File: config.mk
export PLATFORM = sky130hd
export DESIGN_NAME = led_drain_timer
export DESIGN_NICKNAME = d
export VERILOG_FILES = /design/src/rtl/led_pkg.sv /design/src/rtl/led_drain_timer_step_tick_gen.sv /design/src/rtl/led_drain_timer.sv
export SDC_FILE = /design/constraint.sdc
export NUM_CORES = 1
export LEC_CHECK = 0
export CAP_MARGIN = 20
export CORE_ASPECT_RATIO = 1.75
export CORE_MARGIN = 5
export CORE_UTILIZATION = 65
export CTS_BUF_LIST = sky130_fd_sc_hd__clkbuf_4
export DETAILED_ROUTE_END_ITERATION = 6
export PLACE_DENSITY = 0.88
export SETUP_SLACK_MARGIN = 0.15
export SLEW_MARGIN = 15
export SYNTH_ARGS = -nofsm -noshare
export SYNTH_HDL_FRONTEND = slang
export SYNTH_SLANG_ARGS = --single-unit
File: constraint.sdc
create_clock -name clk -period 5.9 [get_ports clk]
set_clock_uncertainty 0.15 [all_clocks]
set_input_delay 0.885 -clock clk [delete_from_list [all_inputs] [get_ports clk]]
set_output_delay 0.885 -clock clk [all_outputs]
set_load 0.02 [all_outputs]
File: src/rtl/led_pkg.sv
// Shared types and helpers for the LED drain countdown bar.
package led_pkg;

  localparam int NUM_LEDS = 16;
  localparam int LEVEL_W  = 5;

  typedef enum logic [1:0] {
    IDLE   = 2'd0,
    RUN    = 2'd1,
    PAUSED = 2'd2,
    DONE   = 2'd3
  } state_t;

  // Thermometer mask: bit i lit iff i < lvl.
  function automatic logic [NUM_LEDS-1:0] thermo(input logic [LEVEL_W-1:0] lvl);
    logic [NUM_LEDS-1:0] m;
    m = '0;
    for (int i = 0; i < NUM_LEDS; i++) begin
      m[i] = (LEVEL_W'(i) < lvl);
    end
    return m;
  endfunction

endpackage

File: src/rtl/led_drain_timer_step_tick_gen.sv
// Step counter: tick marks the last enabled cycle of each STEP_CYCLES-long step.
module step_tick_gen #(
  parameter int STEP_CYCLES = 80000000,
  parameter int CNT_W       = 27
) (
  input  logic clk,
  input  logic rst_n,
  input  logic clr,
  input  logic en,
  output logic tick
);

  localparam logic [CNT_W-1:0] TERM = CNT_W'(STEP_CYCLES - 1);

  logic [CNT_W-1:0] cnt;

  assign tick = en && (cnt == TERM);

  always_ff @(posedge clk or negedge rst_n) begin
    if (!rst_n) begin
      cnt <= '0;
    end else if (clr) begin
      cnt <= '0;
    end else if (en) begin
      if (tick) begin
        cnt <= '0;
      end else begin
        cnt <= cnt + CNT_W'(1);
      end
    end
  end

endmodule

File: src/rtl/led_drain_timer.sv
// Countdown bar: lights all LEDs on a start edge, then drains one LED per step.
module led_drain_timer
  import led_pkg::*;
#(
  parameter int STEP_CYCLES = 80000000,
  parameter int CNT_W       = 27
) (
  input  logic                clk,
  input  logic                rst_n,
  input  logic                start,
  input  logic                pause,
  output logic [NUM_LEDS-1:0] led,
  output logic                busy,
  output logic                done,
  output logic                empty
);

  // state  | meaning
  // IDLE   | bar dark, waiting for the first start edge
  // RUN    | counting down, one LED removed per step
  // PAUSED | countdown frozen, bar held
  // DONE   | bar empty, waiting for a start edge

  state_t              state, state_nxt;
  logic [LEVEL_W-1:0]  level, level_nxt;
  logic [NUM_LEDS-1:0] led_nxt;
  logic                busy_nxt, done_nxt, empty_nxt;
  logic                start_q, start_edge;
  logic                tick, cnt_en, step;

  assign start_edge = start & ~start_q;
  // The resume cycle out of PAUSED counts, so a step loses exactly the PAUSED cycles.
  assign cnt_en     = ((state == RUN) || (state == PAUSED)) && !pause;

  step_tick_gen #(
    .STEP_CYCLES(STEP_CYCLES),
    .CNT_W      (CNT_W)
  ) u_tick (
    .clk  (clk),
    .rst_n(rst_n),
    .clr  (start_edge),
    .en   (cnt_en),
    .tick (tick)
  );

  always_comb begin
    state_nxt = state;
    level_nxt = level;
    led_nxt   = led;
    busy_nxt  = busy;
    done_nxt  = 1'b0;
    empty_nxt = empty;
    step      = 1'b0;

    if (start_edge) begin
      state_nxt = RUN;
      level_nxt = LEVEL_W'(NUM_LEDS);
      led_nxt   = thermo(LEVEL_W'(NUM_LEDS));
      busy_nxt  = 1'b1;
      empty_nxt = 1'b0;
    end else begin
      case (state)
        RUN: begin
          if (pause) begin
            state_nxt = PAUSED;
          end else begin
            step = tick;
          end
        end
        PAUSED: begin
          if (!pause) begin
            state_nxt = RUN;
            step      = tick;
          end
        end
        default: ;
      endcase

      if (step) begin
        if (level == LEVEL_W'(1)) begin
          state_nxt = DONE;
          level_nxt = '0;
          led_nxt   = '0;
          busy_nxt  = 1'b0;
          done_nxt  = 1'b1;
          empty_nxt = 1'b1;
        end else begin
          level_nxt = level - LEVEL_W'(1);
          led_nxt   = thermo(level - LEVEL_W'(1));
        end
      end
    end
  end

  always_ff @(posedge clk or negedge rst_n) begin
    if (!rst_n) begin
      state   <= IDLE;
      level   <= '0;
      led     <= '0;
      busy    <= 1'b0;
      done    <= 1'b0;
      empty   <= 1'b0;
      start_q <= 1'b0;
    end else begin
      state   <= state_nxt;
      level   <= level_nxt;
      led     <= led_nxt;
      busy    <= busy_nxt;
      done    <= done_nxt;
      empty   <= empty_nxt;
      start_q <= start;
    end
  end

endmodule

==> impl_metrics.env <==
export IMPL_status="completed"
export IMPL_critPathMostFrequentCell="nor2_1"
export IMPL_syn_inst=322
export IMPL_final_nets=344
export IMPL_root_buffer="clkbuf_4"
export IMPL_syn_avg_cell_area_um2=8.85
export IMPL_core_um2=4320
export IMPL_ys_warn_count=0
export IMPL_hold_path_class="reg2reg"
export IMPL_grt_max_degree=54
export IMPL_gp_routability_congestion=0.905
export IMPL_n_fill_cell=338
export IMPL_pin_count=23
export IMPL_end_kind="register"
export IMPL_cts_hold_buf=0
export IMPL_netlist_area_um2=2850
export IMPL_final_common_cell="dfrtp_1"
export IMPL_layout_common_cells="53 x dfrtp_1, 48 x nor2_1, 24 x nand2_1, 21 x o21ai_0, 21 x clkdlybuf4s50_1"
export IMPL_drtIter0Drc=154
export IMPL_slew_headroom_pct=39.5
export IMPL_ys_seq_area_share_pct=46.5
export IMPL_start_util_pct=65.9
export IMPL_die_y_um=97.6
export IMPL_pwr_density_cell_nw_per_um2=206
export IMPL_instances_no_fill=386
export IMPL_cp_top_family="simple AND/OR/NAND/NOR gates"
export IMPL_cap_violations=0
export IMPL_worst_slew_pin_slew_ns=0.901
export IMPL_crit_path_start_kind="input port"
export IMPL_grt_antenna_before_repair=0
export IMPL_required_ns=5.97
export IMPL_fin_ws_ns=2.49
export IMPL_fp_dieW_um=60.1
export IMPL_cts_tree="built"
export IMPL_rows=32
export IMPL_routed_via_density=6.21
export IMPL_overflow=0
export IMPL_hold_viol_final=0
export IMPL_routed_wirelength_um=6080
export IMPL_setup_violations=0
export IMPL_cts_made_buffers=5
export IMPL_critical_path_class="in2reg"
export IMPL_syn2layout_area_growth_pct=10.3
export IMPL_cts_sinks=53
export IMPL_finalCritPeriodShare_pct=57.9
export IMPL_r2r_slack_ns=2.65
export IMPL_ys_seq_elements=53
export IMPL_dp_cells=378
export IMPL_post_dp_hpwl_um=4390
export IMPL_synth_edf_count=0
export IMPL_drtAntennaViolNets=0
export IMPL_cp_cell_sequence="clkdlybuf4s50_1, nor2_1, nand4_1, or4_1, nand2_1, nor2_1"
export IMPL_first_global_vias=2414
export IMPL_portBuffers=22
export IMPL_synth_cell_types=42
export IMPL_drv_slew=0
export IMPL_clk_pin_slew_ns=0.14
export IMPL_synthArstFlopShare_pct=100
export IMPL_cp_slowest_stage_delay_ns=0.77
export IMPL_cp_data_arrival_time_ns=3.48
export IMPL_n_antenna_cell=0
export IMPL_clock_path_buffers=2
export IMPL_synth_top_flop_cell="dfrtp_1"
export IMPL_avgRoutedWirePerCell_um=15.8
export IMPL_num_vias=2398
export IMPL_synth_fp_nets=331
export IMPL_drt_pass1_iter_count=4
export IMPL_grt_use_total_pct=23.1
export IMPL_max_freq_mhz=293
export IMPL_setup_tns_ns=0
export IMPL_pre_cts_ws_ns=2.12
export IMPL_period_needed_ns=3.41
export IMPL_post_route_util_pct=72.7
export IMPL_total_power_mw=0.649
export IMPL_critical_path_peak_fanout=25
export IMPL_cpMaxStageDelayCell="nand2_1"
export IMPL_drive_gt1_share_pct=5.97
export IMPL_max_vdd_ir_drop_v=0.000162
export IMPL_p_leak_nw=1.28
export IMPL_critPathBufInv=1
export IMPL_cts_setup_buffers=0
export IMPL_clk_latency_ns=0.36
export IMPL_rsz0062_at_grt="false"
export IMPL_grt_pass1_wl_um=10600
export IMPL_ctsHtreeMaxLevel=2
export IMPL_drc=0
export IMPL_dieArea_um2=5860
export IMPL_cts_resized=0
synthesized netlist by cell type, types with 5 or more instances:
cell / n / share of area (%)
a21oi_1: 18 / 3.2
clkbuf_1: 14 / 1.8
dfrtp_1: 53 / 47
ha_1: 5 / 2.2
inv_1: 8 / 1.1
nand2_1: 24 / 3.2
nand3_1: 12 / 2.1
nand4_1: 13 / 2.9
nor2_1: 48 / 6.3
nor3_1: 20 / 3.5
o21ai_0: 21 / 3.7
or3_1: 5 / 1.1
xnor2_1: 7 / 2.2
xor2_1: 18 / 5.5
where the power goes:
group	total (mW)	switching (mW)	internal (mW)
sequential	0.391	0.0141	0.377
combinational	0.105	0.0634	0.0416
clock	0.153	0.104	0.0482
routing by layer:
layer	up-vias	track usage (%)	part of all wire, %	wire, µm
met1	1163	27.9	39	2360
met5	-	0	0	0
met3	20	3.46	3.3	198
li1	1152	-	-	-
met4	0	12.3	3.4	208
met2	63	38.2	55	3320
sequential cells by signal, indices dropped and copies added, names as in the netlist:
name,flops
level,4
start_q,1
led,16
busy,1
u_tick.cnt,27
state,2
done,1
empty,1
cells by family (layout without fill, tap and decap cells):
kind of cell	Yosys count	in the layout	synth area share (%)
buffers and inverters	28	41	3.99
adders and majority gates	5	5	2.19
AOI/OAI and AO/OA	58	58	12.4
xor gates and xnor gates	25	25	7.68
DFF	53	53	46.5
and+or+nand+nor	152	152	26.9
muxes	1	1	0.351
worst paths after layout:
path	depth (start not counted)	from	to
worst max-delay path	6	pause	u_tick.cnt[19]
worst min-delay path	2	led[7]	led[7]
worst max register to register	7	state[0]	u_tick.cnt[19]
worst min register to register	2	led[7]	led[7]
max in group asynchronous	2	rst_n	u_tick.cnt[5]
min in group asynchronous	2	rst_n	led[5]
per-stage QoR:
step | hold slack (ns) | area (µm²)
finish | 0.362 | 3140
detailed placement | 0.331 | 3080
CTS | 0.365 | 3130
global route | 0.398 | 3140
global placement | 0.310 | 3080
floorplan | 0.368 | 2850
final cells by class:
class,instances,area [µm²],area share (%)
inverter,8,30.0,0.955
clock buffer,6,45.0,1.43
tap,51,63.8,2.03
sequential,53,1330,42.2
timing repair buffer,26,249,7.92
clock inverter,1,3.75,0.119
multi-input combinational,241,1430,45.3
worst min-delay path: cells and delay by family, from the launching register on:
family,cells,cell delay (ns)
flops,1,0.37
compound gates,1,0.06
simple gates,1,0.06
Note: power is estimated with default switching activity, not from simulation.
